<file path="src/rtl/rv32_pc_pkg.sv">
// rv32_pc_pkg
// Shared types and constants for the fetch program-counter generator.
//   pc_state_e : fetch control state (BOOT, RUN, HALT)
//   pc_sel_e   : next-PC source chosen by rv32_pc_next_mux
//   RESET_VEC_DEFAULT : default boot address loaded by reset
package rv32_pc_pkg;

  typedef enum logic [1:0] {
    BOOT = 2'd0,
    RUN  = 2'd1,
    HALT = 2'd2
  } pc_state_e;

  typedef enum logic [1:0] {
    SEL_TRAP  = 2'd0,
    SEL_REDIR = 2'd1,
    SEL_SEQ   = 2'd2,
    SEL_HOLD  = 2'd3
  } pc_sel_e;

  localparam logic [31:0] RESET_VEC_DEFAULT = 32'h0000_1000;

endpackage

</file>
<file path="src/rtl/rv32_pc_next_mux.sv">
// rv32_pc_next_mux
// Combinational next-PC priority select and sequential adder.
// Ports:
//   state        in   current fetch control state
//   trap         in   exception/interrupt taken
//   redirect     in   branch/jump taken
//   redirect_pc  in   branch/jump target
//   mtvec        in   trap vector base (low two bits dropped)
//   halt         in   halt request
//   fetch_ready  in   fetch stage accepts the current PC
//   align_err    in   redirect target is misaligned (only asserted when
//                     RV32_PC_ALIGN_CHK_EN is defined in the top level)
//   pc           in   current fetch PC
//   next_pc      out  PC for the next cycle
//   sel          out  chosen next-PC source
//   misalign     out  misaligned redirect converted into a trap
module rv32_pc_next_mux
  import rv32_pc_pkg::*;
#(
  parameter int XLEN = 32,
  parameter int INC  = 4
) (
  input  pc_state_e        state,
  input  logic             trap,
  input  logic             redirect,
  input  logic [XLEN-1:0]  redirect_pc,
  input  logic [XLEN-1:0]  mtvec,
  input  logic             halt,
  input  logic             fetch_ready,
  input  logic             align_err,
  input  logic [XLEN-1:0]  pc,
  output logic [XLEN-1:0]  next_pc,
  output pc_sel_e          sel,
  output logic             misalign
);

  localparam logic [XLEN-1:0] WORD_MASK = ~XLEN'(3);

  // Only RUN may move the PC. A misaligned redirect takes the trap path,
  // and halt outranks sequential advance so the halted PC is the one that
  // was offered but not yet consumed.
  always_comb begin
    sel      = SEL_HOLD;
    misalign = 1'b0;
    if (state == RUN) begin
      if (trap) begin
        sel = SEL_TRAP;
      end else if (redirect) begin
        if (align_err) begin
          sel      = SEL_TRAP;
          misalign = 1'b1;
        end else begin
          sel = SEL_REDIR;
        end
      end else if (halt) begin
        sel = SEL_HOLD;
      end else if (fetch_ready) begin
        sel = SEL_SEQ;
      end
    end
  end

  // Sequential advance wraps modulo 2^XLEN without any flag.
  always_comb begin
    next_pc = pc;
    unique case (sel)
      SEL_TRAP:  next_pc = mtvec & WORD_MASK;
      SEL_REDIR: next_pc = redirect_pc & WORD_MASK;
      SEL_SEQ:   next_pc = pc + XLEN'(INC);
      default:   next_pc = pc;
    endcase
  end

endmodule

</file>
<file path="src/rtl/rv32_pc_gen.sv">
// rv32_pc_gen
// Fetch program-counter generator: holds the fetch PC, drives the fetch
// valid/ready handshake and resolves trap > redirect > halt > advance.
// Optional feature macro: RV32_PC_ALIGN_CHK_EN
//   defined   : misaligned redirect targets trap, pulse misalign_o and
//               record the target in badaddr_o
//   undefined : redirect targets are word-aligned by dropping bits [1:0];
//               misalign_o and badaddr_o stay 0
// Ports:
//   clk_i, rst_i     clock, synchronous active-high reset
//   fetch_ready_i    fetch stage accepts pc_o
//   redirect_i       branch/jump taken, target redirect_pc_i
//   trap_i           trap taken, vector base mtvec_i
//   halt_i/resume_i  enter/leave HALT
//   pc_o, pc_valid_o fetch request
//   epc_o            pc_o captured on trap
//   halted_o         in HALT
//   misalign_o       one-cycle misaligned-redirect pulse
//   badaddr_o        last misaligned redirect target
module rv32_pc_gen
  import rv32_pc_pkg::*;
#(
  parameter int              XLEN      = 32,
  parameter logic [XLEN-1:0] RESET_VEC = XLEN'(RESET_VEC_DEFAULT),
  parameter int              INC       = 4
) (
  input  logic             clk_i,
  input  logic             rst_i,
  input  logic             fetch_ready_i,
  input  logic             redirect_i,
  input  logic [XLEN-1:0]  redirect_pc_i,
  input  logic             trap_i,
  input  logic [XLEN-1:0]  mtvec_i,
  input  logic             halt_i,
  input  logic             resume_i,
  output logic [XLEN-1:0]  pc_o,
  output logic             pc_valid_o,
  output logic [XLEN-1:0]  epc_o,
  output logic             halted_o,
  output logic             misalign_o,
  output logic [XLEN-1:0]  badaddr_o
);

  pc_state_e       state;
  pc_state_e       next_state;
  pc_sel_e         sel;
  logic [XLEN-1:0] pc;
  logic [XLEN-1:0] next_pc;
  logic [XLEN-1:0] epc;
  logic [XLEN-1:0] badaddr;
  logic            misalign_pulse;
  logic            misalign;
  logic            align_err;

`ifdef RV32_PC_ALIGN_CHK_EN
  assign align_err = |redirect_pc_i[1:0];
`else
  assign align_err = 1'b0;
`endif

  rv32_pc_next_mux #(
    .XLEN (XLEN),
    .INC  (INC)
  ) u_next_mux (
    .state       (state),
    .trap        (trap_i),
    .redirect    (redirect_i),
    .redirect_pc (redirect_pc_i),
    .mtvec       (mtvec_i),
    .halt        (halt_i),
    .fetch_ready (fetch_ready_i),
    .align_err   (align_err),
    .pc          (pc),
    .next_pc     (next_pc),
    .sel         (sel),
    .misalign    (misalign)
  );

  // HALT is entered only when halt_i is the winning request; resume_i is
  // looked at nowhere but HALT.
  always_comb begin
    next_state = state;
    unique case (state)
      BOOT:    next_state = RUN;
      RUN:     if (halt_i && !trap_i && !redirect_i) next_state = HALT;
      HALT:    if (resume_i) next_state = RUN;
      default: next_state = BOOT;
    endcase
  end

  // Without the align check, misalign never fires, so badaddr and the
  // pulse register stay at their reset value of zero.
  always_ff @(posedge clk_i) begin
    if (rst_i) begin
      state          <= BOOT;
      pc             <= RESET_VEC;
      epc            <= '0;
      badaddr        <= '0;
      misalign_pulse <= 1'b0;
    end else begin
      state          <= next_state;
      pc             <= next_pc;
      misalign_pulse <= misalign;
      if (sel == SEL_TRAP) epc <= pc;
      if (misalign) badaddr <= redirect_pc_i;
    end
  end

  assign pc_o       = pc;
  assign pc_valid_o = (state == RUN);
  assign halted_o   = (state == HALT);
  assign epc_o      = epc;
  assign misalign_o = misalign_pulse;
  assign badaddr_o  = badaddr;

endmodule

</file>
<file path="config.mk">
export PLATFORM = sky130hd
export DESIGN_NAME = rv32_pc_gen
export DESIGN_NICKNAME = d
export VERILOG_FILES = /design/src/rtl/rv32_pc_pkg.sv /design/src/rtl/rv32_pc_next_mux.sv /design/src/rtl/rv32_pc_gen.sv
export SDC_FILE = /design/constraint.sdc
export NUM_CORES = 1
export LEC_CHECK = 0
export CORE_AREA = 4 4 161 116
export CTS_CLUSTER_SIZE = 20
export DETAILED_ROUTE_END_ITERATION = 7
export DIE_AREA = 0 0 165 120
export DONT_BUFFER_PORTS = 1
export SLEW_MARGIN = 40
export SYNTH_ARGS = -nofsm -noshare
export SYNTH_HDL_FRONTEND = slang
export SYNTH_HIERARCHICAL = 1
export SYNTH_SLANG_ARGS = --single-unit
</file>
<file path="constraint.sdc">
create_clock -name clk_i -period 6.75 [get_ports clk_i]
set_input_delay 1.35 -clock clk_i [delete_from_list [all_inputs] [get_ports clk_i]]
set_output_delay 1.35 -clock clk_i [all_outputs]
set_load 0.01 [all_outputs]
</file>
==> After elaboration in Yosys (flattened, before gate mapping) <==
Index checks and enable logic that the tools add are counted.
{ "word_totals": {"out_inout_bits": 99, "register_bits": 66, "elab_cells": 27} }
{ "op_classes": {"reduce_logical": 8, "muxes": 9, "eq_ne": 6, "add_sub_neg": 1} }
{ "ops": {"columns": ["op", "count"], "rows": [
  ["$pmux 32 s3", 1],
  ["$add 32x3->32 const B", 1],
  ["$mux 2", 6],
  ["$pmux 2 s3", 1],
  ["$eq 2x1->1 const B", 2],
  ["$eq 2x2->1 const B", 2],
  ["$logic_not 2->1", 2],
  ["$reduce_bool 3->1", 1],
  ["$logic_and 1x1->1", 2],
  ["$logic_not 1->1", 2],
  ["$ne 2x1->1 const B", 1],
  ["$ne 2x2->1 const B", 1],
  ["$reduce_and 2->1", 1],
  ["$mux 1", 1]
]} }

==> Depth between registers and ports, before layout <==
{ "depth": {"ltp_word": 7, "ltp_mapped": 9, "depth_no_buf": 7} }

==> Modules after synthesis <==
Netlist, hierarchy kept.
{ "modules_own_cells": {"columns": ["mod", "cells_per_inst", "instances", "seq_area_each_um2", "area_each_um2"], "rows": [
  ["rv32_pc_gen", 330, 1, 1981.9, 3478.3],
  ["rv32_pc_next_mux", 270, 1, 0.0, 1600.3]
]} }

==> Least setup slack after synthesis <==
OpenSTA, ideal clock, no wires.
{ "synth_timing": {"path_kind": "input -> register", "from": "input port redirect_i", "to": "register epc[23] (netlist: epc_o[23])", "setup_time_ns": 0.070, "arrival_ns": 2.985, "path_buffers": 3, "stages": 8, "path_slack_ns": 3.695, "cell_sequence": "or3b_1 > a21oi_4 > inv_2 > buf_2 > buf_6 > clkbuf_8 > or3b_1 > a21oi_1"} }
{ "synth_via": {"elab_chain_len": 4} }
{ "synth_lines": {"columns": ["item", "line", "source"], "rows": [
  ["from (decl)", "rv32_pc_gen.sv:30", "input logic redirect_i,"],
  ["$mux 2", "rv32_pc_next_mux.sv:48", "end else if (redirect) begin"],
  ["$mux 2", "rv32_pc_next_mux.sv:46", "if (trap) begin"],
  ["$mux 2", "rv32_pc_next_mux.sv:45", "if (state == RUN) begin"],
  ["via sel[0]", "rv32_pc_gen.sv:46", "pc_sel_e sel;"],
  ["$logic_not 2->1", "rv32_pc_gen.sv:104", "if (sel == SEL_TRAP) epc <= pc;"],
  ["to (signal assigned)", "rv32_pc_gen.sv:104", null],
  ["to (decl)", "rv32_pc_gen.sv:49", "logic [XLEN-1:0] epc;"]
]} }
The timed path passes the listed nets, and every way through them passes these cells.
A chain may end at the register's enable or synchronous reset.

==> Worst setup path in the final report <==
{ "layout_timing": {"from": "input port redirect_i", "to": "register pc[12] (netlist: pc_o[12])"} }
{ "layout_via": {"elab_chain_len": 5} }
{ "layout_lines": {"columns": ["item", "line", "source"], "rows": [
  ["$mux 2 (*)", "rv32_pc_next_mux.sv:48", null],
  ["$mux 2 (*)", "rv32_pc_next_mux.sv:46", null],
  ["$mux 2 (*)", "rv32_pc_next_mux.sv:45", null],
  ["via sel[0]", "rv32_pc_gen.sv:46", null],
  ["$eq 2x2->1, or another cell as far along", "rv32_pc_next_mux.sv:66", "unique case (sel)"],
  ["$pmux 32 s3 (*)", "rv32_pc_next_mux.sv:66", null],
  ["via next_pc[12]", "rv32_pc_gen.sv:48", "logic [XLEN-1:0] next_pc;"],
  ["to (signal assigned)", "rv32_pc_gen.sv:102", "pc <= next_pc;"],
  ["to (decl)", "rv32_pc_gen.sv:47", "logic [XLEN-1:0] pc;"]
]} }
Mark *: on every way through the listed nets, which the timed path passes. The rest lies on a longest branch.

==> results.md <==
* Max IR drop VDD at 93.8 µV
* GP Congestion at a little over 0.8
* Status: finished, violations left
* Mapped Area at 5080 µm²
* GR Overflow Total at 0
* Crit-path slowest cell: a21oi_4
* Critical Path, Cell by Cell: or3b_1, a21oi_4, inv_2, buf_4, a21oi_1, o22ai_1, o21a_1, or2_1
* Crit. End Element: flip-flop
* P&R area growth vs syn at 7.27%
* Initial antenna violation count at 0
* Pleak at between 1.5 and 2 nW
* Worst Path Arrival at 3.31 ns
* Main combinational cell family by area after synthesis: simple AND/OR/NAND/NOR gates
* Fmax at between 300 and 400 MHz
* Actual slew at the worst max-slew pin at 1.97 ns
* Vias per cell at roughly 5.2
* CP required at about 7.0 ns
* R2R setup slack at between 4 and 5 ns
* Setup crit start: redirect_i
* DRC at 0
* Number of global-route vias before repair at between 4000 and 5000
* Xor/xnor share of the synthesized area at 0.00172
* CTS tree: done
* CP Capture Point: pc_o[12]$_SDFF_PP1_
* WL/cell at 20.5 µm
* Cts repair resizes at 0
* DRT antenna net count at 0
* Core area at ~17000 µm²
* Setup repair bufs after CTS at 0
* Rel. slew slack at -0.311
* Worst skew pair latency at 0.34 ns
* Final setup vio count at 0
* H-tree levels at 3
* GRT Total Usage at 0.165
* DR iter-0 viols at 292
* Starting density of the core at 0.298
* Power Density at 251 nW/µm²
* Post-synthesis mux area share at 0.0650
* Final TNS setup at 0 ns
* Post-synthesis cell count at 600
* Failing checks: max-slew violations
* Worst r2r path cells at 5
* Reg-to-reg startpoint: state[0]$_SDFFE_PP0P_
* Worst hold path type: flip-flop to flip-flop
* Tcrit/Tclk final at 0.456
* Seq cells post-synth at 99
* CTS clk-pin slew, worst paths at 0.06 ns
* Simple-Gate Fraction of Synth Area at 0.267
* Number of max-cap violations at 0
* Num CTS Buffers at 9
* Sequential share of the synthesized area at 0.390
* Cts hold-fix bufs at 0
* Die Area at about 20000 µm²
* Total Nets Final at 644
* Std cell rows at 40
* Largest net degree at the start of global routing at 102
* Unique masters post-synth at between 60 and 70
* CP Class: input port to flip-flop
* Io pins at 170
* Max Clock Skew at ~0.0054 ns
* Final min period at 3.08 ns
* Fraction of layout instances using a drive strength above 1 at 0.0589
* Synth warn at 6
* Number of synthesized flops with an enable pin at 0
* Clock buffer depth at 2
* Hold Fails Final Rpt at 0
* IO buf count at 0
* Compound-Gate Fraction of Synth Area at 0.216
* Critical Path Max Stage Delay at about 0.51 ns
* RSZ-0062 raised after global routing: no
* Reg-to-Reg End: pc_o[30]$_SDFF_PP0_
* Vert. Die Dim at 120 µm
* Final Total Pwr at 0.00137 W
* Type of origin of the critical path: input port
* DRT Wirelength at 16600 µm
* Clk root buf: clkbuf_16
* Vias at 4252
* Global-route wire length before repair at 25000 µm
* Crit Path Max Fanout at 76
* Main synth FF type: dfxtp_1
* Asr flop ratio synth at 0
* Adder-cell share of the synthesized area at 0.00246
* Max Transition Viols Final at 34
* Die width at 165 µm
* Pre-antenna DRT Iters at 5
* Mean post-synth cell area at ~8.5 µm²
* Hpwl dp at approximately 12000 µm
* CTS Sinks at roughly 100
==> worst max-delay path, delay by kind of cell <==
| kind | cells | cell delay, ns |
|---|---|---|
| buffers and inverters | 2 | 0.38 |
| AOI/OAI and AO/OA | 4 | 0.92 |
| and+or+nand+nor | 2 | 0.61 |
==> registers in the layout (all words and copies together), names as in the netlist <==
register	count
pc_o	32
badaddr_o	32
state	2
misalign_o	1
epc_o	32
==> metal layers <==
layer | track usage | wire length [µm] | vias up
li1 | - | - | 2117
met1 | 0.250 | 8380 | 1959
met2 | 0.218 | 6460 | 168
met3 | 0.0635 | 1660 | 8
met4 | 0.0291 | 73 | 0
met5 | 0 | 0 | -
==> cell families after synthesis <==
group / after synthesis
simple gates: 239
compound gates: 177
flops: 99
buf+inv: 49
mux: 33
fa+ha+maj: 1
other cells: 1
xor+xnor: 1
==> metrics by stage <==
stage                util  cell area (µm²)  std cells  hold slack, ns  setup WS [ns]
finish              0.319             5450        810           0.522           3.67
global route        0.319             5440        808           0.550           3.53
CTS                 0.319             5440        808           0.522           3.66
detailed placement  0.302             5150        792           0.513           3.30
global placement    0.301             5140        792           0.504           3.12
floorplan               -             5090        603           0.498           3.69
==> Yosys cell counts (6+ instances only) <==
| cell type | count | share of area |
|---|---|---|
| a2bb2oi_1 | 8 | 0.014 |
| o21a_1 | 11 | 0.016 |
| a21oi_1 | 63 | 0.062 |
| mux2i_1 | 33 | 0.065 |
| nor3_1 | 7 | 0.0069 |
| o21ai_1 | 15 | 0.015 |
| o21ai_0 | 27 | 0.027 |
| buf_2 | 12 | 0.012 |
| dfxtp_1 | 99 | 0.39 |
| buf_6 | 7 | 0.016 |
| o22ai_1 | 11 | 0.014 |
| o2bb2ai_1 | 7 | 0.012 |
| nand4_1 | 10 | 0.012 |
| nand2_1 | 47 | 0.035 |
| clkbuf_1 | 17 | 0.013 |
| nor2b_1 | 37 | 0.046 |
| nand3_1 | 13 | 0.013 |
| nor2_1 | 59 | 0.044 |
| or3b_1 | 34 | 0.059 |
| a31oi_1 | 6 | 0.0074 |
==> report_power, final <==
group	internal [W]	leakage, nW	switching [W]
logic	0.0000729	0.836	0.0000902
clock network	0.000298	0.139	0.000226
registers	0.000614	0.806	0.0000673
==> cell type report <==
| type | count | area, µm² |
|---|---|---|
| sequential | 99 | 1980 |
| fill | 1882 | 11600 |
| tap | 231 | 289 |
| clock buffer | 12 | 246 |
| multi-input combinational | 455 | 2830 |
| clock inverter | 4 | 50.0 |
| timing repair buffer | 4 | 30.0 |
| antenna | 2 | 5.00 |
| inverter | 3 | 11.3 |
==> cell usage in the layout (no fill, tap or decap), drive strengths merged, types with 5 or more instances in the layout <==
cell type,instances
or3b,34
nand3,13
o21ai,43
o21a,11
a31oi,6
o22ai,11
nor2,59
dfxtp,99
nand4,12
a2bb2oi,8
and3,5
nor2b,37
a21oi,64
o2bb2ai,7
nand2,47
or2,5
nor3,8
mux2i,33
clkbuf,12
==> how the worst min path moves through the flow <==
stage,start,to,slack (ns),depth (start not counted)
floorplan,epc_o[11]$_SDFFE_PP0N_,epc_o[11]$_SDFFE_PP0N_,0.50,2
global placement,epc_o[20]$_SDFFE_PP0N_,epc_o[20]$_SDFFE_PP0N_,0.50,2
detailed placement,epc_o[18]$_SDFFE_PP0N_,epc_o[18]$_SDFFE_PP0N_,0.51,2
CTS,epc_o[7]$_SDFFE_PP0N_,epc_o[7]$_SDFFE_PP0N_,0.52,2
global route,epc_o[18]$_SDFFE_PP0N_,epc_o[18]$_SDFFE_PP0N_,0.55,2
finish,epc_o[7]$_SDFFE_PP0N_,epc_o[7]$_SDFFE_PP0N_,0.52,2
(Power assumes the default switching activity.)
